$ cat config.mk
export PLATFORM = sky130hd
export DESIGN_NAME = vote_input_conditioner
export DESIGN_NICKNAME = d
export VERILOG_FILES = /design/src/rtl/vote_input_conditioner.sv
export SDC_FILE = /design/constraint.sdc
export NUM_CORES = 1
export LEC_CHECK = 0
export CORE_ASPECT_RATIO = 1.25
export CORE_MARGIN = 4
export CORE_UTILIZATION = 25
export CTS_BUF_LIST = sky130_fd_sc_hd__clkbuf_4
export CTS_CLUSTER_DIAMETER = 40
export DETAILED_ROUTE_END_ITERATION = 8
export GPL_ROUTABILITY_DRIVEN = 0
export HOLD_SLACK_MARGIN = 0.15
export PLACE_DENSITY = 0.49
export RECOVER_POWER = 50
export SLEW_MARGIN = 20
export SYNTH_ARGS = -nofsm -noshare
export SYNTH_HDL_FRONTEND = slang
export SYNTH_SLANG_ARGS = --single-unit
$ cat constraint.sdc
create_clock -name i_clock -period 2.6 [get_ports i_clock]
set_input_delay 0.39 -clock i_clock [delete_from_list [all_inputs] [get_ports i_clock]]
set_output_delay 0.39 -clock i_clock [all_outputs]
set_load 0.05 [all_outputs]
$ cat src/rtl/vote_input_conditioner.sv
// Voting-panel front end: synchronizes and debounces the candidate switches and mode buttons,
// then turns each press-from-all-released into a single validated ballot or an error pulse.
module vote_input_conditioner #(
    parameter int unsigned DB_CYCLES = 1000
) (
    input  logic       i_clock,
    input  logic       i_reset_n,
    input  logic [3:0] i_v_raw,
    input  logic       i_enable_raw,
    input  logic       i_next_raw,
    output logic [3:0] o_v_clean,
    output logic       o_vote_valid,
    output logic [1:0] o_vote_id,
    output logic       o_vote_err,
    output logic [7:0] o_err_count,
    output logic       o_enable_pulse,
    output logic       o_next_pulse
);

    localparam int unsigned CntW = 16;
    localparam logic [CntW-1:0] DbLast = CntW'(DB_CYCLES - 1);
    localparam logic [CntW-1:0] DbFull = CntW'(DB_CYCLES);
    localparam logic [CntW-1:0] CntOne = CntW'(1);

    typedef enum logic {
        StLocked = 1'b0,
        StIdle   = 1'b1
    } state_t;

    // Synchronizer stages
    logic [3:0] r_v_s1, r_v_s2;
    logic       r_en_s1, r_en_s2;
    logic       r_nx_s1, r_nx_s2;

    // Debounce state: previous sync2 sample, accepted value, run counter
    logic [3:0]      r_v_prev, r_v_stable;
    logic [CntW-1:0] r_v_cnt;
    logic            r_en_prev, r_en_stable;
    logic [CntW-1:0] r_en_cnt;
    logic            r_nx_prev, r_nx_stable;
    logic [CntW-1:0] r_nx_cnt;

    logic [3:0]      w_v_stable_d;
    logic [CntW-1:0] w_v_cnt_d, w_v_cnt_inc;
    logic            w_en_stable_d;
    logic [CntW-1:0] w_en_cnt_d, w_en_cnt_inc;
    logic            w_nx_stable_d;
    logic [CntW-1:0] w_nx_cnt_d, w_nx_cnt_inc;

    // Edge detection and ballot state
    logic [3:0]      r_v_clean_d1;
    logic            r_en_stable_d1, r_nx_stable_d1;
    logic            r_enable_pulse, r_next_pulse;
    logic [CntW-1:0] r_zrun;
    logic [CntW-1:0] w_zrun_d;
    state_t          r_state, w_state_d;
    logic            r_vote_valid, r_vote_err;
    logic [1:0]      r_vote_id;
    logic [7:0]      r_err_count;

    logic            w_vote_valid_d, w_vote_err_d;
    logic [1:0]      w_vote_id_d;
    logic [7:0]      w_err_count_d;
    logic            w_rise, w_onehot;
    logic [1:0]      w_enc;

    // Switch vector debounced as one word so any bit change restarts the whole count
    always_comb begin
        w_v_cnt_inc  = r_v_cnt + CntOne;
        w_v_cnt_d    = '0;
        w_v_stable_d = r_v_stable;
        if ((r_v_s2 != r_v_prev) || (r_v_s2 == r_v_stable)) begin
            w_v_cnt_d = '0;
        end else if (w_v_cnt_inc == DbLast) begin
            w_v_stable_d = r_v_s2;
            w_v_cnt_d    = '0;
        end else begin
            w_v_cnt_d = w_v_cnt_inc;
        end
    end

    always_comb begin
        w_en_cnt_inc  = r_en_cnt + CntOne;
        w_en_cnt_d    = '0;
        w_en_stable_d = r_en_stable;
        if ((r_en_s2 != r_en_prev) || (r_en_s2 == r_en_stable)) begin
            w_en_cnt_d = '0;
        end else if (w_en_cnt_inc == DbLast) begin
            w_en_stable_d = r_en_s2;
            w_en_cnt_d    = '0;
        end else begin
            w_en_cnt_d = w_en_cnt_inc;
        end
    end

    always_comb begin
        w_nx_cnt_inc  = r_nx_cnt + CntOne;
        w_nx_cnt_d    = '0;
        w_nx_stable_d = r_nx_stable;
        if ((r_nx_s2 != r_nx_prev) || (r_nx_s2 == r_nx_stable)) begin
            w_nx_cnt_d = '0;
        end else if (w_nx_cnt_inc == DbLast) begin
            w_nx_stable_d = r_nx_s2;
            w_nx_cnt_d    = '0;
        end else begin
            w_nx_cnt_d = w_nx_cnt_inc;
        end
    end

    always_ff @(posedge i_clock) begin
        if (!i_reset_n) begin
            r_v_s1      <= '0;
            r_v_s2      <= '0;
            r_en_s1     <= 1'b0;
            r_en_s2     <= 1'b0;
            r_nx_s1     <= 1'b0;
            r_nx_s2     <= 1'b0;
            r_v_prev    <= '0;
            r_v_stable  <= '0;
            r_v_cnt     <= '0;
            r_en_prev   <= 1'b0;
            r_en_stable <= 1'b0;
            r_en_cnt    <= '0;
            r_nx_prev   <= 1'b0;
            r_nx_stable <= 1'b0;
            r_nx_cnt    <= '0;
        end else begin
            r_v_s1      <= i_v_raw;
            r_v_s2      <= r_v_s1;
            r_en_s1     <= i_enable_raw;
            r_en_s2     <= r_en_s1;
            r_nx_s1     <= i_next_raw;
            r_nx_s2     <= r_nx_s1;
            r_v_prev    <= r_v_s2;
            r_v_stable  <= w_v_stable_d;
            r_v_cnt     <= w_v_cnt_d;
            r_en_prev   <= r_en_s2;
            r_en_stable <= w_en_stable_d;
            r_en_cnt    <= w_en_cnt_d;
            r_nx_prev   <= r_nx_s2;
            r_nx_stable <= w_nx_stable_d;
            r_nx_cnt    <= w_nx_cnt_d;
        end
    end

    // Re-arming looks at sync2 directly, not v_clean, so it needs its own zero-run counter
    always_comb begin
        if (r_v_s2 != 4'b0000) begin
            w_zrun_d = '0;
        end else if (r_zrun != DbFull) begin
            w_zrun_d = r_zrun + CntOne;
        end else begin
            w_zrun_d = r_zrun;
        end
    end

    assign w_rise   = (r_v_clean_d1 == 4'b0000) && (r_v_stable != 4'b0000);
    assign w_onehot = (r_v_stable != 4'b0000) && ((r_v_stable & (r_v_stable - 4'd1)) == 4'b0000);
    assign w_enc    = {r_v_stable[3] | r_v_stable[2], r_v_stable[3] | r_v_stable[1]};

    always_comb begin
        w_state_d      = r_state;
        w_vote_valid_d = 1'b0;
        w_vote_err_d   = 1'b0;
        w_vote_id_d    = r_vote_id;
        w_err_count_d  = r_err_count;
        unique case (r_state)
            StIdle: begin
                if (w_rise) begin
                    w_state_d = StLocked;
                    if (w_onehot) begin
                        w_vote_valid_d = 1'b1;
                        w_vote_id_d    = w_enc;
                    end else begin
                        w_vote_err_d = 1'b1;
                        if (r_err_count != 8'hFF) begin
                            w_err_count_d = r_err_count + 8'd1;
                        end
                    end
                end
            end
            StLocked: begin
                if (r_zrun == DbFull) begin
                    w_state_d = StIdle;
                end
            end
            default: w_state_d = StLocked;
        endcase
    end

    always_ff @(posedge i_clock) begin
        if (!i_reset_n) begin
            r_state        <= StLocked;
            r_zrun         <= '0;
            r_v_clean_d1   <= '0;
            r_en_stable_d1 <= 1'b0;
            r_nx_stable_d1 <= 1'b0;
            r_enable_pulse <= 1'b0;
            r_next_pulse   <= 1'b0;
            r_vote_valid   <= 1'b0;
            r_vote_err     <= 1'b0;
            r_vote_id      <= '0;
            r_err_count    <= '0;
        end else begin
            r_state        <= w_state_d;
            r_zrun         <= w_zrun_d;
            r_v_clean_d1   <= r_v_stable;
            r_en_stable_d1 <= r_en_stable;
            r_nx_stable_d1 <= r_nx_stable;
            r_enable_pulse <= r_en_stable & ~r_en_stable_d1;
            r_next_pulse   <= r_nx_stable & ~r_nx_stable_d1;
            r_vote_valid   <= w_vote_valid_d;
            r_vote_err     <= w_vote_err_d;
            r_vote_id      <= w_vote_id_d;
            r_err_count    <= w_err_count_d;
        end
    end

    assign o_v_clean      = r_v_stable;
    assign o_vote_valid   = r_vote_valid;
    assign o_vote_id      = r_vote_id;
    assign o_vote_err     = r_vote_err;
    assign o_err_count    = r_err_count;
    assign o_enable_pulse = r_enable_pulse;
    assign o_next_pulse   = r_next_pulse;

endmodule

Word-level counts from Yosys, hierarchy flattened

Cells that the tools add are included.

Register bits after elaboration: 109
Input port bits: 8
Output and inout bits: 18
Logic and storage cells: 81

Add/sub/neg operators: 6
Equal/unequal tests: 12
Muxes and demuxes: 5
Bitwise logic cells: 13
Reductions and logical operators: 19

Operators by type and width:

| cell                                              | number |
|---|---|
| adder 16 x 1 -> 16 bit (second input constant)    | 4 |
| == test 16 x 10 -> 1 bit (second input constant)  | 4 |
| != test 16 x 10 -> 1 bit (second input constant)  | 1 |
| OR reduction 3 bit                                | 3 |
| adder 8 x 1 -> 8 bit (second input constant)      | 1 |
| logical NOT 4 bit                                 | 2 |
| != test 8 bit (second input constant)             | 1 |
| NOT 1 bit                                         | 8 |
| nonzero test 4 bit                                | 2 |
| AND reduction 2 bit                               | 3 |
| AND reduction 3 bit                               | 2 |
| bitwise AND 4 bit                                 | 1 |
| == test 4 bit                                     | 1 |
| two-way mux 1 bit                                 | 4 |
| != test 4 bit                                     | 1 |
| AND reduction 4 bit                               | 1 |
| subtractor 4 x 1 -> 4 bit (second input constant) | 1 |
| logical OR 1 bit                                  | 3 |
| bitwise AND 1 bit                                 | 2 |
| == test 1 bit                                     | 2 |
| logical AND 1 bit                                 | 2 |
| != test 1 bit                                     | 2 |
| OR 1 bit                                          | 2 |
| one-hot mux 1 bit (2 select lines)                | 1 |
| OR reduction 2 bit                                | 1 |

Longest topological paths before layout

Depth in word-level cells: 6
Depth in mapped cells: 9
Gate-level depth less buffers: 8

Worst setup path before layout

OpenSTA, ideal clock, no wires.

Path type: register to register
Start: register r_v_cnt[0]
End: register r_v_cnt[2]
Library setup time: 0.133 ns
Data arrival time: 2.164 ns
Required time: 2.467 ns
Path slack: 0.303 ns
Cell stages (with the launch flop): 8
Period minus slack after synthesis: 2.297 ns
Cells stage by stage: dfxtp_1 ha_1 nand3_1 nor4_1 xnor2_1 o21ai_0 o41ai_4 nor2_1

Cells in the longest elaborated chain, start to end: 3

RTL lines:

| item                                | RTL line | source |
|---|---|---|
| start: declaration                  | 37       | `logic [CntW-1:0] r_v_cnt;` |
| start signal: assignment            | 136      | `r_v_cnt <= w_v_cnt_d;` |
| adder 16 x 1 -> 16 bit (*)          | 69       | `w_v_cnt_inc = r_v_cnt + CntOne;` |
| == test 16 x 10 -> 1 bit            | 74       | `end else if (w_v_cnt_inc == DbLast) begin` |
| OR reduction 3 bit (no source line) | n/a      |  |

Mark *: on every way between the ends. The rest lies on a longest branch, timed or not.
A chain may end at the register's enable or synchronous reset.

Final worst setup path

Start: register r_v_cnt[3]
End: register r_v_stable[3], in the netlist o_v_clean[3]

Cells in the longest elaborated chain, start to end: 3

RTL lines:

| item                                 | RTL line | source |
|---|---|---|
| adder 16 x 1 -> 16 bit               | 69       |  |
| == test 16 x 10 -> 1 bit             | 74       |  |
| AND reduction 2 bit (no source line) | n/a      |  |
| end signal: assignment               | 135      | `r_v_stable <= w_v_stable_d;` |
| end: declaration                     | 36       | `logic [3:0] r_v_prev, r_v_stable;` |

Every way passes these cells.

==> qor.log <==
INFO  routing        antenna_left=0
INFO  floorplanning  die_area=22300squm
INFO  placement      dpl_ws=0.240ns
INFO  final_layout   total_nets_final=585
INFO  routing        route.detailed.wl_per_inst=11.7microns
INFO  sta            final.setup_skew=0.0227ns
INFO  sta            postLayoutSetupSlackWorst=0.247ns
INFO  logic_synthesis synth_cells=540
INFO  logic_synthesis post_synth_num_cell_types=61
INFO  logic_synthesis syn-num-nets=557
INFO  setup_path     timing.critical_path.fanout_max=7
INFO  routing        detailroute.via_count=3680
INFO  logic_synthesis avgSynthCellArea=9.22squm
INFO  power          peakVddDrop=0.196mV
INFO  logic_synthesis number_of_synthesized_flops_with_an_enable_pin=0
INFO  floorplanning  core-area=19500squm
INFO  routing        drt-vias-per-instance=4.39
INFO  logic_synthesis netlist.area_leader.share=0.438
INFO  cts            cts.repair_timing.setup_buffer_count=0
INFO  setup_path     worst-endpoint-arrival=2.75ns
INFO  routing        first_iter_violations=138
INFO  cts            numCtsBuffers=9
INFO  final_layout   area_growth=12.7%
INFO  floorplanning  initial_core_util=0.255
INFO  cts            cts_tree=yes
INFO  placement      dpl_hpwl=7170microns
INFO  placement      port_buffers=25
INFO  sta            post-route-period-util=0.905
INFO  grt            groute.usage.overall=0.0914
INFO  job            timing.max_cap.violations=0
INFO  floorplanning  placement_rows=57
INFO  grt            global_route.overflow_total=0
INFO  grt            first_pass_grt_wire_length=16800microns
INFO  power          power.static_leakage=1.79nW
INFO  logic_synthesis ys_async_sr_fraction=0
INFO  routing        drt-pass1-iter-count=4
INFO  cts            cts_max_level=3
INFO  final_layout   fraction_of_final_layout_cells_with_drive_strength_greater_than_1=0.0646
INFO  sta            finalHoldWorstSlack=0.398ns
INFO  sta            report.final.setup_viol=0
INFO  logic_synthesis yosys_warnings=0
INFO  cts            clkSlewWorstSetupHoldPaths=0.17ns
INFO  grt            first_global_vias=3587
INFO  routing        drc=0
INFO  logic_synthesis synth-seq-cells=109
INFO  sta            timing.setup.tns=0ns
INFO  sta            slew_viol_final=0
INFO  setup_path     setup.worst_path.end_class=register
INFO  cts            tritoncts_num_sinks=109
INFO  grt            antenna_found_initial=2
INFO  power          power.total=0.00264W
INFO  logic_synthesis synth_area_leader_cell=sky130_fd_sc_hd__dfxtp_1
INFO  setup_path     required=3.00ns
INFO  floorplanning  fp.dieW=134microns
INFO  floorplanning  io_pins=26
INFO  min_path       holdCritPathClass=reg -> reg
INFO  setup_path     setup.worst_path.start_class=register
INFO  cts            cts-resized-gates=0
INFO  sta            max-slew-margin-rel=0.518
INFO  placement      place_inst=822
INFO  logic_synthesis ys_seq_area_frac=0.438
INFO  grt            grt_start_max_net_pins=19
INFO  floorplanning  dieHeight=166microns
INFO  sta            final-hold-violation-count=0
INFO  sta            rsz0062_at_grt=no
INFO  power          pwr_cell_area=471nW/um^2
INFO  cts            postCtsHoldBufs=0
INFO  cts            clock_path_buffers=2
INFO  sta            fmaxAchievable=425MHz
INFO  cts            cts_root_buf=sky130_fd_sc_hd__clkbuf_4
INFO  logic_synthesis synth_flop_cell=sky130_fd_sc_hd__dfxtp_1
INFO  sta            worst-slew-pin-transition=0.720ns
INFO  final_layout   instances_no_fill=839
INFO  logic_synthesis synthesis.area=4980squm
INFO  logic_synthesis yosys-top-cells-area=sky130_fd_sc_hd__dfxtp_1 (44%), sky130_fd_sc_hd__xor2_1 (6.5%), sky130_fd_sc_hd__nor2_1 (6.4%)
INFO  run_status     outcome=finished clean
INFO  setup_path     path_class=reg -> reg
INFO  sta            period_needed=2.35ns
INFO  routing        route.final.wire_length=9810microns
INFO  cts            clk_latency=0.49ns
-- logic make-up after synthesis --
family,share of synthesized area
and+or+nand+nor,0.297
muxes,0.0176
AOI/OAI and AO/OA,0.0716
DFF,0.438
xor gates and xnor gates,0.123
adders and majority gates,0.0246
buffers and inverters,0.0281
-- worst max-delay path, stage by stage, from the launching register on --
cell and delay (ns):
sky130_fd_sc_hd__dfxtp_1 0.47, sky130_fd_sc_hd__nand4_1 0.36, sky130_fd_sc_hd__nor3_4 0.34, sky130_fd_sc_hd__and4b_1 0.28, sky130_fd_sc_hd__nor2_1 0.08, sky130_fd_sc_hd__nor4_4 0.38, sky130_fd_sc_hd__mux2_2 0.37
-- Yosys cell counts (2+ instances only) --
cell type,count
sky130_fd_sc_hd__dfxtp_1,109
sky130_fd_sc_hd__nor2_1,85
sky130_fd_sc_hd__xor2_1,37
sky130_fd_sc_hd__xnor2_1,33
sky130_fd_sc_hd__nand2_1,32
sky130_fd_sc_hd__and2_1,30
sky130_fd_sc_hd__nand3_1,27
sky130_fd_sc_hd__o21ai_0,16
sky130_fd_sc_hd__nand4_1,13
sky130_fd_sc_hd__and4_1,12
sky130_fd_sc_hd__inv_1,11
sky130_fd_sc_hd__nor3_1,11
sky130_fd_sc_hd__and3_1,10
sky130_fd_sc_hd__a21oi_1,9
sky130_fd_sc_hd__ha_1,9
sky130_fd_sc_hd__nor2b_1,9
sky130_fd_sc_hd__clkbuf_1,6
sky130_fd_sc_hd__mux2_2,6
sky130_fd_sc_hd__buf_2,5
sky130_fd_sc_hd__nand4b_1,5
sky130_fd_sc_hd__o211ai_1,5
sky130_fd_sc_hd__nand3b_1,4
sky130_fd_sc_hd__nor4_1,4
sky130_fd_sc_hd__nor4b_1,4
sky130_fd_sc_hd__nand4_2,3
sky130_fd_sc_hd__nor3b_1,3
sky130_fd_sc_hd__or3_1,3
sky130_fd_sc_hd__a211oi_1,2
sky130_fd_sc_hd__buf_4,2
sky130_fd_sc_hd__mux2i_1,2
sky130_fd_sc_hd__o2111ai_1,2
sky130_fd_sc_hd__or4_1,2
-- worst paths after layout --
| path | to | startpoint | slack (ns) | cells past startpoint |
|---|---|---|---|---|
| max | o_v_clean[3]$_SDFFE_PN0P_ | r_v_cnt[3]$_SDFF_PP0_ | 0.25 | 6 |
| min | o_next_pulse$_SDFF_PN0_ | r_nx_stable_d1$_SDFF_PN0_ | 0.40 | 1 |
| max reg2reg | o_v_clean[3]$_SDFFE_PN0P_ | r_v_cnt[3]$_SDFF_PP0_ | 0.25 | 6 |
| min reg2reg | o_next_pulse$_SDFF_PN0_ | r_nx_stable_d1$_SDFF_PN0_ | 0.40 | 1 |
-- cells in the final DEF (no fill, tap or decap), types with 3 or more instances in the layout --
cell	instances
sky130_fd_sc_hd__a21oi_1	9
sky130_fd_sc_hd__and2_0	18
sky130_fd_sc_hd__and2_1	12
sky130_fd_sc_hd__and3_1	10
sky130_fd_sc_hd__and4_1	12
sky130_fd_sc_hd__buf_4	5
sky130_fd_sc_hd__clkbuf_1	3
sky130_fd_sc_hd__clkbuf_4	9
sky130_fd_sc_hd__clkdlybuf4s50_1	24
sky130_fd_sc_hd__dfxtp_1	109
sky130_fd_sc_hd__ha_1	9
sky130_fd_sc_hd__inv_1	11
sky130_fd_sc_hd__mux2_2	6
sky130_fd_sc_hd__nand2_1	32
sky130_fd_sc_hd__nand3_1	27
sky130_fd_sc_hd__nand3b_1	4
sky130_fd_sc_hd__nand4_1	17
sky130_fd_sc_hd__nand4b_1	5
sky130_fd_sc_hd__nor2_1	85
sky130_fd_sc_hd__nor2b_1	9
sky130_fd_sc_hd__nor3_1	11
sky130_fd_sc_hd__nor3b_1	3
sky130_fd_sc_hd__nor4_1	4
sky130_fd_sc_hd__nor4b_1	4
sky130_fd_sc_hd__o211ai_1	5
sky130_fd_sc_hd__o21ai_0	16
sky130_fd_sc_hd__or3_1	3
sky130_fd_sc_hd__xnor2_1	33
sky130_fd_sc_hd__xor2_1	37
-- sequential cells by signal, summed over array words and instances, names as in the netlist, 2 cells and up --
register	flops
o_v_clean	4
o_vote_id	2
r_zrun	16
r_v_s1	4
o_err_count	8
r_v_s2	4
r_nx_cnt	16
r_v_clean_d1	4
r_v_cnt	16
r_v_prev	4
r_en_cnt	16
-- through the flow --
stage	util	cell area (sq um)
3_5_place_dp	0.283	5520
5_1_grt	0.287	5610
4_1_cts	0.290	5660
6_report	0.287	5610
3_3_place_gp	0.283	5520
2_1_floorplan	-	4980
-- where the power goes --
group | switching [W] | internal [W]
Combinational | 0.0000400 | 0.0000329
Clock | 0.000579 | 0.000295
Sequential | 0.0000108 | 0.00169
-- routing by layer --
layer | wire [microns] | share of wire | vias to the layer above | GRT usage
met2 | 4760 | 0.49 | 44 | 0.153
li1 | - | - | 1925 | -
met5 | 0 | 0 | - | 0
met1 | 4540 | 0.46 | 1688 | 0.109
met4 | 299 | 0.030 | 0 | 0.0469
met3 | 214 | 0.022 | 23 | 0.0212
-- cell type report --
type / count / area (sq um)
antenna: 1 / 2.50
multi-input combinational: 404 / 2620
sequential: 109 / 2180
timing repair buffer: 33 / 299
inverter: 11 / 41.3
clock buffer: 9 / 67.6
fill: 2105 / 13900
tap: 265 / 332
clock inverter: 7 / 71.3
No activity file was read; power rests on OpenSTA's default activity.
